`src/rtl/mb_scheduler.sv`:
```
// Macroblock scheduler: walks a frame in raster order, launching the motion-estimation
// controller once per 16x16 macroblock and tracking handshake timeouts and frame cycle count.
module mb_scheduler #(
    parameter int MB_COLS     = 4,
    parameter int MB_ROWS     = 4,
    parameter int ACK_TIMEOUT = 8
) (
    input  logic        clk,
    input  logic        reset,
    input  logic        frame_go,
    input  logic [1:0]  r_cfg,
    input  logic        abort,
    input  logic        me_start,
    output logic        me_go,
    output logic [1:0]  me_r,
    output logic [7:0]  mb_x,
    output logic [7:0]  mb_y,
    output logic [15:0] cur_base,
    output logic [3:0]  mb_edge,    // {top,bottom,left,right}; "edge" is a reserved word
    output logic        frame_busy,
    output logic        frame_done,
    output logic        err,
    output logic [23:0] cyc_count
);

    typedef enum logic [2:0] {
        S_IDLE      = 3'd0,
        S_LAUNCH    = 3'd1,
        S_WAIT_ACK  = 3'd2,
        S_WAIT_DONE = 3'd3,
        S_NEXT      = 3'd4,
        S_FINISH    = 3'd5
    } state_t;

    localparam logic [7:0]  LAST_COL  = 8'(MB_COLS - 1);
    localparam logic [7:0]  LAST_ROW  = 8'(MB_ROWS - 1);
    localparam logic [15:0] ACK_LIMIT = 16'(ACK_TIMEOUT);
    localparam logic [23:0] CYC_MAX   = 24'hFF_FFFF;

    state_t      state_r;
    state_t      next_s;
    logic        accept_s;
    logic        advance_s;
    logic        timeout_s;
    logic        last_mb_s;
    logic        ack_expire_s;
    logic [15:0] timer_r;
    logic [15:0] mb_index_r;
    logic [15:0] index_inc_s;
    logic [7:0]  mb_x_r;
    logic [7:0]  mb_y_r;
    logic [15:0] cur_base_r;
    logic [1:0]  me_r_r;
    logic        me_go_r;
    logic        frame_done_r;
    logic        frame_busy_r;
    logic        err_r;
    logic [23:0] cyc_count_r;

    assign last_mb_s    = (mb_x_r == LAST_COL) && (mb_y_r == LAST_ROW);
    assign ack_expire_s = ((timer_r + 16'd1) == ACK_LIMIT);
    assign index_inc_s  = mb_index_r + 16'd1;

    // Next-state logic; abort overrides every transition in the active states.
    always_comb begin
        next_s    = state_r;
        accept_s  = 1'b0;
        advance_s = 1'b0;
        timeout_s = 1'b0;
        case (state_r)
            S_IDLE: begin
                // A still-busy controller (aborted frame) blocks acceptance.
                if (frame_go && !me_start) begin
                    next_s   = S_LAUNCH;
                    accept_s = 1'b1;
                end else begin
                    next_s = S_IDLE;
                end
            end
            S_LAUNCH: begin
                if (abort) next_s = S_FINISH;
                else       next_s = S_WAIT_ACK;
            end
            S_WAIT_ACK: begin
                if (abort) begin
                    next_s = S_FINISH;
                end else if (me_start) begin
                    next_s = S_WAIT_DONE;
                end else if (ack_expire_s) begin
                    next_s    = S_FINISH;
                    timeout_s = 1'b1;
                end else begin
                    next_s = S_WAIT_ACK;
                end
            end
            S_WAIT_DONE: begin
                if (abort)          next_s = S_FINISH;
                else if (!me_start) next_s = S_NEXT;
                else                next_s = S_WAIT_DONE;
            end
            S_NEXT: begin
                if (abort) begin
                    next_s = S_FINISH;
                end else if (last_mb_s) begin
                    next_s = S_FINISH;
                end else begin
                    next_s    = S_LAUNCH;
                    advance_s = 1'b1;
                end
            end
            S_FINISH: next_s = S_IDLE;
            default:  next_s = S_IDLE;
        endcase
    end

    // State register.
    always_ff @(posedge clk) begin
        if (!reset) state_r <= S_IDLE;
        else        state_r <= next_s;
    end

    // State decodes registered one cycle early so they align with the state they flag.
    always_ff @(posedge clk) begin
        if (!reset) begin
            me_go_r      <= 1'b0;
            frame_done_r <= 1'b0;
            frame_busy_r <= 1'b0;
        end else begin
            me_go_r      <= (next_s == S_LAUNCH);
            frame_done_r <= (next_s == S_FINISH);
            frame_busy_r <= (next_s != S_IDLE);
        end
    end

    // Acknowledge timer: cleared on launch, counts idle cycles while awaiting me_start.
    always_ff @(posedge clk) begin
        if (!reset)                                 timer_r <= 16'd0;
        else if (state_r == S_LAUNCH)               timer_r <= 16'd0;
        else if (state_r == S_WAIT_ACK && !me_start) timer_r <= timer_r + 16'd1;
        else                                        timer_r <= timer_r;
    end

    // Macroblock position, linear index, base address and search range.
    always_ff @(posedge clk) begin
        if (!reset || accept_s) begin
            mb_x_r     <= 8'd0;
            mb_y_r     <= 8'd0;
            mb_index_r <= 16'd0;
            cur_base_r <= 16'd0;
            me_r_r     <= !reset ? 2'd0 : r_cfg;
        end else if (advance_s) begin
            if (mb_x_r == LAST_COL) begin
                mb_x_r <= 8'd0;
                mb_y_r <= mb_y_r + 8'd1;
            end else begin
                mb_x_r <= mb_x_r + 8'd1;
            end
            mb_index_r <= index_inc_s;
            cur_base_r <= {index_inc_s[10:0], 5'b0_0000};
        end
    end

    // Sticky timeout flag and saturating frame cycle counter.
    always_ff @(posedge clk) begin
        if (!reset) begin
            err_r       <= 1'b0;
            cyc_count_r <= 24'd0;
        end else if (accept_s) begin
            err_r       <= 1'b0;
            cyc_count_r <= 24'd0;
        end else begin
            if (timeout_s) err_r <= 1'b1;
            if (state_r != S_IDLE && cyc_count_r != CYC_MAX)
                cyc_count_r <= cyc_count_r + 24'd1;
        end
    end

    assign me_go      = me_go_r;
    assign frame_done = frame_done_r;
    assign frame_busy = frame_busy_r;
    assign err        = err_r;
    assign me_r       = me_r_r;
    assign mb_x       = mb_x_r;
    assign mb_y       = mb_y_r;
    assign cur_base   = cur_base_r;
    assign cyc_count  = cyc_count_r;
    assign mb_edge    = {(mb_y_r == 8'd0), (mb_y_r == LAST_ROW), (mb_x_r == 8'd0), (mb_x_r == LAST_COL)};

endmodule

```
`config.mk`:
```
export PLATFORM = sky130hd
export DESIGN_NAME = mb_scheduler
export DESIGN_NICKNAME = d
export VERILOG_FILES = /design/src/rtl/mb_scheduler.sv
export SDC_FILE = /design/constraint.sdc
export NUM_CORES = 1
export LEC_CHECK = 0
export CAP_MARGIN = 10
export CORE_MARGIN = 4
export CORE_UTILIZATION = 47
export CTS_BUF_LIST = sky130_fd_sc_hd__clkbuf_4 sky130_fd_sc_hd__clkbuf_8 sky130_fd_sc_hd__clkbuf_16
export DETAILED_ROUTE_END_ITERATION = 16
export GPL_TIMING_DRIVEN = 1
export PLACE_DENSITY = 0.81
export RECOVER_POWER = 100
export SYNTH_ARGS = -nofsm -noshare
export SYNTH_HDL_FRONTEND = slang
export SYNTH_SLANG_ARGS = --single-unit
```
`constraint.sdc`:
```
create_clock -name clk -period 1.8 [get_ports clk]
set_input_delay 0.54 -clock clk [delete_from_list [all_inputs] [get_ports clk]]
set_output_delay 0.54 -clock clk [all_outputs]
set_load 0.005 [all_outputs]
```
# Yosys cells after proc, flatten, opt, wreduce, memory -nomap -nowiden
# Index checks and enable logic that the tools add are counted.
# totals
register_bits	92
output_inout_bits	66
# classes
add_sub_neg	5
n_eq_ne	10
muxes	20
n_bitwise	1
reduce_logical	15
# op_table
op	n
adder 16 x 1 -> 16 bit, second input constant	2
adder 24 x 1 -> 24 bit, second input constant	1
2-to-1 mux 3 bit	8
!= test 24 bit, second input constant	1
adder 8 x 1 -> 8 bit, second input constant	2
equality test 16 x 4 -> 1 bit, second input constant	1
equality test 8 x 2 -> 1 bit, second input constant	2
zero test 8 bit	2
one-hot mux 3 bit (5 select lines)	1
2-to-1 mux 1 bit	10
2-to-1 mux 8 bit	1
equality test 3 x 1 -> 1 bit, second input constant	2
equality test 3 x 2 -> 1 bit, second input constant	2
equality test 3 bit, second input constant	2
nonzero test 3 bit	2
logical AND 1 bit	4
OR reduction 2 bit	2
zero test 3 bit	1
zero test 1 bit	2
AND reduction 2 bit	1
logical OR 1 bit	1
inverter 1 bit	1

# Depth between registers and ports, before layout
# logic_depth
depth_word	7
mapped_depth	9

# Worst setup path before layout
# No wires, ideal clock.
# synth_timing
path_type	reg2reg
from	register timer_r[0]
to	register frame_busy_r, in the netlist frame_busy
setup_time_ns	0.134
t_arrival_ns	1.882
required_time_ns	1.666
path_slack_ns	-0.217
stages_incl_launch_ff	10
path_buffers	1
synth_period_minus_slack_ns	2.017
cell_sequence	dfxtp_1 > ha_1 > clkbuf_1 > xor2_1 > nor4_1 > mux2i_1 > nor4_2 > a21oi_1 > o21ai_0 > a31oi_1
# synth_via
elab_chain_len	7
# synth_rtl
item	line_no	rtl
from (decl)	47	logic [15:0] timer_r;
from (signal assigned)	139	else if (state_r == S_WAIT_ACK && !me_start) timer_r <= timer_r + 16'd1;
from (signal assigned)	140	else timer_r <= timer_r;
adder 16 x 1 -> 16 bit	61	assign ack_expire_s = ((timer_r + 16'd1) == ACK_LIMIT);
equality test 16 x 4 -> 1 bit	61	
2-to-1 mux 3 bit	89	end else if (ack_expire_s) begin
2-to-1 mux 3 bit	87	end else if (me_start) begin
2-to-1 mux 3 bit	85	if (abort) begin
one-hot mux 3 bit (5 select lines)	70	case (state_r)
nonzero test 3 bit	131	frame_busy_r <= (next_s != S_IDLE);
to (signal assigned)	131	
to (decl)	56	logic frame_busy_r;
# Every way passes these cells.
# A chain may end at the register's enable or synchronous reset.

# Worst setup path after layout
# layout_timing
from	register mb_x_r[3], in the netlist mb_x[3]
to	register mb_y_r[2], in the netlist mb_y[2]
# layout_via
elab_chain_len	6
# layout_rtl
item	line_no	rtl
from (decl)	50	logic [7:0] mb_x_r;
from (signal assigned)	156	mb_x_r <= mb_x_r + 8'd1;
equality test 8 x 2 -> 1 bit (*)	60, 152	
logical AND 1 bit	60	assign last_mb_s = (mb_x_r == LAST_COL) && (mb_y_r == LAST_ROW);
2-to-1 mux 1 bit	104	end else if (last_mb_s) begin
2-to-1 mux 1 bit	102	if (abort) begin
2-to-1 mux 1 bit	70	
AND reduction 2 bit (no line) (*)	n/a	
to (signal assigned)	154	mb_y_r <= mb_y_r + 8'd1;
to (decl)	51	logic [7:0] mb_y_r;
# Mark *: on every way between the ends. The rest lies on a longest branch, timed or not.

==> metrics.md <==
| Metric | Value |
|---|---|
| Unrepaired setup endpoints after global routing | yes |
| Outcome | finished with violations |
| Syn Area/Cell | 8.45 µm² |
| Core area | 0.00769 mm² |
| DP Wirelength | 7.28 mm |
| Launch point of the worst path | mb_x[3]$_SDFFE_PP0P_ |
| Die footprint | 0.00932 mm² |
| First-pass GRT wire length | 18.2 mm |
| RR Startpoint | mb_x[3]$_SDFFE_PP0P_ |
| Vias in the first global route | 3953 |
| Slowest Stage Delay on Critical Path | 0.54 ns |
| Final hold violation count | 0 |
| Clock-pin transition on the worst setup and hold timing paths | 0.08 ns |
| Cell count after synthesis | 436 |
| Clock sinks | 76 |
| Row cnt | 32 |
| Endpoint, Worst Hold | err$_SDFFE_PP0P_ |
| CTS tree | built |
| Setup Crit Path Kind | reg2reg |
| Most Crowded Layer GR | met2 |
| Total power per unit cell area | 582 mW/mm² |
| DP Area | 0.00511 mm² |
| Fmax | 429 MHz |
| Initial antenna violation count | 0 |
| Post-route ant nets | 0 |
| Aggregate global routing overflow | 0 |
| Distinct cells, synth | 46 |
| Endpoints failing setup | 56 |
| Initial cell density of the core | 0.479 |
| Clk_lat worst skew | 0.38 ns |
| Setup TNS Final | -17.35 ns |
| N_diodes | 0 |
| Yosys top cell by area | dfxtp_1 |
| Vias | 4396 |
| Met1 Use GR | 0.296 |
| Synth top area share | 0.402 |
| Synth Register Bits | 76 |
| Post-route design area | 0.00611 mm² |
| Max-Cap Viols | 0 |
| IO Count | 73 |
| Crit path arrival time | 2.58 ns |
| Vias per inst | 6.06 |
| DRC viols | 0 |
| IO Port Bufs | 67 |
| TritonCTS buffer count | 9 |
| Most common cell in the netlist | nor2_1 |
| Violated checks | setup timing |
| Worst reg2reg setup slack | -0.53 ns |
| Slew Viols, Final | 0 |
| Die extent in y | 96.5 µm |
| Synth area leaders | dfxtp_1, xor2_1, nor2_1, xnor2_1, nand2_1 |
| Final wirelength | 15.4 mm |
| Deepest clock path buffer count | 2 |
| Clock skew | 0.0226 ns |
| M3 GR Usage | 0.0503 |
| Worst Reg-to-Reg Cells | 10 |
| Endpoint class of the critical path | register |
| Leak Pwr | 2.76 nW |
| Synth top cells by count | nor2_1, dfxtp_1, xor2_1, nand2_1, nand3_1 |
| Register area share after synthesis | 0.419 |
| Post-layout min period | 2.33 ns |
| HP Start | err$_SDFFE_PP0P_ |
| Die width | 96.5 µm |
| Top FF cell, synth | dfxtp_1 |
| Startpoint Class | register |
| RD Place Congestion | 0.919 |
| Period utilization | 1.30 |
| Synthesis-to-finish area growth | 65.9% |
| Global Route Usage Sum | 0.252 |
| FF-to-FF End | mb_y[2]$_SDFFE_PP0P_ |
| CTS Root Cell | clkbuf_8 |
| VDD IR max | 405 µV |
| Post-DR wirelength/cell | 21.2 µm |
| Mapped cell area | 0.00368 mm² |
| Share of layout cells above drive strength 1 | 0.421 |
| DRT iter0 DRCs | 368 |
| Worst path most repeated cell | buf_4 |
| Final worst setup slack | -0.533 ns |
| Nets@finish | 634 |
| Pin count of the biggest net entering global routing | 45 |
| Hold depth | 1 |
| Dpl ws | -0.506 ns |
| Ys Warns | 0 |
| Worst hold path class | reg2reg |
| CP Max Fanout | 7 |
| CP cell instances | or4_4 > nor3_4 > buf_6 > buf_4 > a311oi_2 > buf_4 > and3_2 > nand2_1 > xor2_1 > nor2_1 |
| FFs w/ async S/R, synth | 0 |
| Htree depth | 3 |
| Worst path required time | 2.05 ns |
| Drt first pass iters | 5 |
| Crit-path slowest cell | or4_4 |
| Met2 Use GR | 0.440 |
| EDFF count, synth | 2 |
sequential cells by signal (all words and copies together) (netlist names), 2 cells and up:
name,count
state_r,3
me_r,2
timer_r,16
mb_y,8
mb_x,8
cyc_count,24
mb_index_r,11
routing by layer:
layer / wire [µm] / up-vias
met5: 0 / -
met4: 845 / 0
met3: 1160 / 94
met2: 7740 / 319
met1: 5660 / 2125
li1: - / 1858
layout by cell type (no fill, tap or decap), types with 9 or more instances in the layout:
cell / Yosys / layout
xor2_1: 37 / 37
buf_6: 2 / 15
nand4_1: 15 / 15
nand3_1: 21 / 15
buf_4: 5 / 106
clkdlybuf4s50_1: 0 / 18
nor2_1: 80 / 69
nand2_1: 35 / 26
dlymetal6s2s_1: 0 / 14
clkbuf_8: 0 / 9
dlygate4sd2_1: 0 / 30
and3_1: 19 / 12
dfxtp_2: 0 / 35
xnor2_1: 20 / 14
dfxtp_1: 74 / 34
worst max-delay path by stage:
stage / slack, ns / cells past startpoint / endpoint
after global placement: -0.47 / 4 / mb_edge[0]
final: -0.53 / 10 / mb_y[2]$_SDFFE_PP0P_
after detailed placement: -0.51 / 4 / mb_edge[0]
after global routing: -0.61 / 10 / mb_y[2]$_SDFFE_PP0P_
after floorplan: -0.20 / 8 / mb_x[3]$_SDFFE_PP0P_
after CTS: -0.47 / 5 / mb_edge[0]
cell type report:
cell class,instances,area (µm²)
Timing Repair Buffer,191,1680
Tap cell,102,128
Sequential cell,76,1600
Clock buffer,9,124
Multi-Input combinational cell,334,2460
Clock inverter,6,87.6
Inverter,8,30.0
Fill cell,419,1580
power by group:
group / internal, W / total (W) / switching (W)
registers: 0.00170 / 0.00172 / 0.0000204
clock network: 0.000776 / 0.00149 / 0.000711
logic: 0.000158 / 0.000342 / 0.000184
total: 0.00264 / 0.00355 / 0.000915
cells by family after synthesis:
group | count (synthesis) | synth area share
and+or+nand+nor | 221 | 0.300
DFF | 76 | 0.419
xor gates and xnor gates | 57 | 0.136
AOI/OAI and AO/OA | 38 | 0.0652
buffers and inverters | 31 | 0.0418
adders and majority gates | 7 | 0.0238
muxes | 5 | 0.0139
other | 1 | 0.00102
stage by stage:
step | power, W | std cells | utilization | hold WS, ns
after floorplan | 0.00190 | 440 | - | 0.461
after global placement | 0.00202 | 674 | 0.665 | 0.475
after detailed placement | 0.00203 | 674 | 0.665 | 0.472
after CTS | 0.00345 | 702 | 0.742 | 0.489
after global routing | 0.00362 | 726 | 0.795 | 0.534
final | 0.00355 | 726 | 0.795 | 0.497
timing repair:
item	CTS	global route
setup buffers	14	23
pin swaps	22	33
resized for setup	154	75
gates cloned	0	2
hold buffers	0	0
hold endpoints to repair	0	0
endpoints found under the setup margin	98	95
critical path, delay by kind of cell (launching register included):
kind                   cells  cell delay [ns]
XOR/XNOR                   1             0.21
buffers and inverters      3             0.44
flip-flops                 1             0.32
AND/OR/NAND/NOR            5             1.13
AO/OA/AOI/OAI              1             0.10
(Power assumes the default switching activity.)
==> variant, RTL diff (same settings) <==
Put one more register stage on the output `cyc_count`, with the module's reset. The value now appears one clock later. The other outputs are not delayed to match.
--- a/src/rtl/mb_scheduler.sv
+++ b/src/rtl/mb_scheduler.sv
@@ -183,7 +183,13 @@
     assign mb_x       = mb_x_r;
     assign mb_y       = mb_y_r;
     assign cur_base   = cur_base_r;
-    assign cyc_count  = cyc_count_r;
+    always_ff @(posedge clk) begin
+        if (!reset) begin
+            cyc_count <= '0;
+        end else begin
+            cyc_count <= cyc_count_r;
+        end
+    end
     assign mb_edge    = {(mb_y_r == 8'd0), (mb_y_r == LAST_ROW), (mb_x_r == 8'd0), (mb_x_r == LAST_COL)};
 
 endmodule
Behaviour: not the same (a bounded check fails within 4 cycles, from zero or initial values and one cycle with reset low).
==> variant against the original RTL <==
  * The run still ends with negative setup slack left
  * Total power rose by 20%
  * Worst hold slack better by 9.7 ps
  * Cell area up 14%
  * Critical endpoint is now mb_edge[3]
  * Worst setup slack better by 190 ps
  * Sequential share of layout area is 3.7 points higher
  * Cell count increased by 12%
  * Sequential cell count rose by 24
  * Wire length decreased by 0.36%
  * Area after synthesis grew 25%
==> variant: results <==
export IMPL_run_status="finished, violations left"
export IMPL_violations="negative setup slack"
export IMPL_fin_ws_ps=-339.1
export IMPL_cts_setup_buffers=17
export IMPL_cts_buffer_depth=2
export IMPL_clkTransAtPathRegs_ps=120
export IMPL_post_drt_via_cell_ratio=5.746
export IMPL_hold_path_class="reg -> reg"
export IMPL_syn_instance_count=507
export IMPL_nNetsFinal=691
export IMPL_synth_top_cells_by_area="dfxtp_1 43%, xor2_1 8.0%, nor2_1 6.1%"
export IMPL_yosysSeqAreaShare=0.4404
export IMPL_grt_pass1_vias=4611
export IMPL_arrival_ps=1600
export IMPL_antenna_found_initial=0
export IMPL_drive_gt1_frac=0.3695
export IMPL_fillers=598
export IMPL_fin_skew_ps=18.59
export IMPL_postSynth_asyncResetShare=0
export IMPL_place_port_buffers=67
export IMPL_ff2ff_path_depth=10
export IMPL_top_regs="cyc_count: 24 flops, cyc_count_r: 24 flops, timer_r: 16 flops"
export IMPL_diodes=0
export IMPL_p_leak_nw=2.886
export IMPL_pre_cts_ws_ps=-697.3
export IMPL_final_cells=811
export IMPL_vdd_drop_max_mv=0.3635
export IMPL_placed_cell_area_um2=5969
export IMPL_yosysWarnings=0
export IMPL_drt_total_wl_um=15350
export IMPL_h_tree_depth=3
export IMPL_synthFlopType="dfxtp_1"
export IMPL_synth_edf_count=2
export IMPL_slew_headroom=0.6077
export IMPL_setup_viol=49
export IMPL_dp_cells=767
export IMPL_critPathMaxStageDelay_ps=360
export IMPL_dr_pass1_iters=5
export IMPL_grt_usage=0.2337
export IMPL_min_path_cells=1
export IMPL_insertion_delay_ps=380
export IMPL_grt_max_degree=28
export IMPL_worstPathMaxFanout=2
export IMPL_cts_resized=130
export IMPL_cts_root_buf="clkbuf_8"
export IMPL_drt_iter0_markers=312
export IMPL_cts_buffers=9
export IMPL_slowest_stage="dfxtp_2"
export IMPL_ys_types=61
export IMPL_fin_area_um2=6952
export IMPL_hpwl_um=8187
export IMPL_crit_family="simple AND/OR/NAND/NOR gates"
export IMPL_final_common_cell="buf_4"
export IMPL_grt_first_pass_wirelength_um=21600
export IMPL_synthTopCellsByCount="98 x dfxtp_1, 74 x nor2_1, 42 x xor2_1"
export IMPL_fin_tns_setup_ps=-5942
export IMPL_gp_congestion=0.8824
[variant: cell count changes after synthesis, moves of 6 or more]
cell,unedited run,this run
and2_1,5,31
and4_1,8,2
dfxtp_1,74,98
nand4_1,15,24
nor2_1,80,74
[variant: metal layers]
layer | track usage | share of wire | up-vias
met5 | 0 | 0 | -
met4 | 0.1260 | 0.064 | 0
met3 | 0.04335 | 0.064 | 92
met2 | 0.4402 | 0.51 | 279
met1 | 0.2428 | 0.36 | 2207
li1 | - | - | 2082
[variant: path summary, 6_finish.rpt]
check                            end  slack, ps                         from
max                       mb_edge[3]       -340         mb_y[2]$_SDFFE_PP0P_
max reg2reg    frame_busy$_SDFF_PN0_       -280         mb_y[2]$_SDFFE_PP0P_
min reg2reg  cyc_count[4]$_SDFF_PN0_        510  cyc_count_r[4]$_SDFFE_PP0P_
min          cyc_count[4]$_SDFF_PN0_        510  cyc_count_r[4]$_SDFFE_PP0P_
[variant: area by class of cell]
type / instances / share of cell area
Sequential cell: 100 / 0.2999
Tap cell: 129 / 0.02322
Clock buffer: 9 / 0.01782
Clock inverter: 7 / 0.01026
Multi-Input combinational cell: 377 / 0.4147
Inverter: 9 / 0.005220
Timing Repair Buffer: 180 / 0.2289
[variant: cells by family (layout without fill, tap and decap cells)]
family / after synthesis / in the layout / synth area share
muxes: 5 / 5 / 0.01090
AOI/OAI and AO/OA: 41 / 41 / 0.06132
and+or+nand+nor: 257 / 259 / 0.3126
other: 1 / 5 / 0.0008169
adders and majority gates: 7 / 7 / 0.01908
xor gates and xnor gates: 60 / 60 / 0.1145
buffers and inverters: 36 / 205 / 0.04034
DFF: 100 / 100 / 0.4404
[variant: report_power, final]
part | internal, W | switching, W
Sequential | 0.00225 | 0.0000257
Combinational | 0.000257 | 0.000301
Clock | 0.000539 | 0.000886
Total | 0.00304 | 0.00121
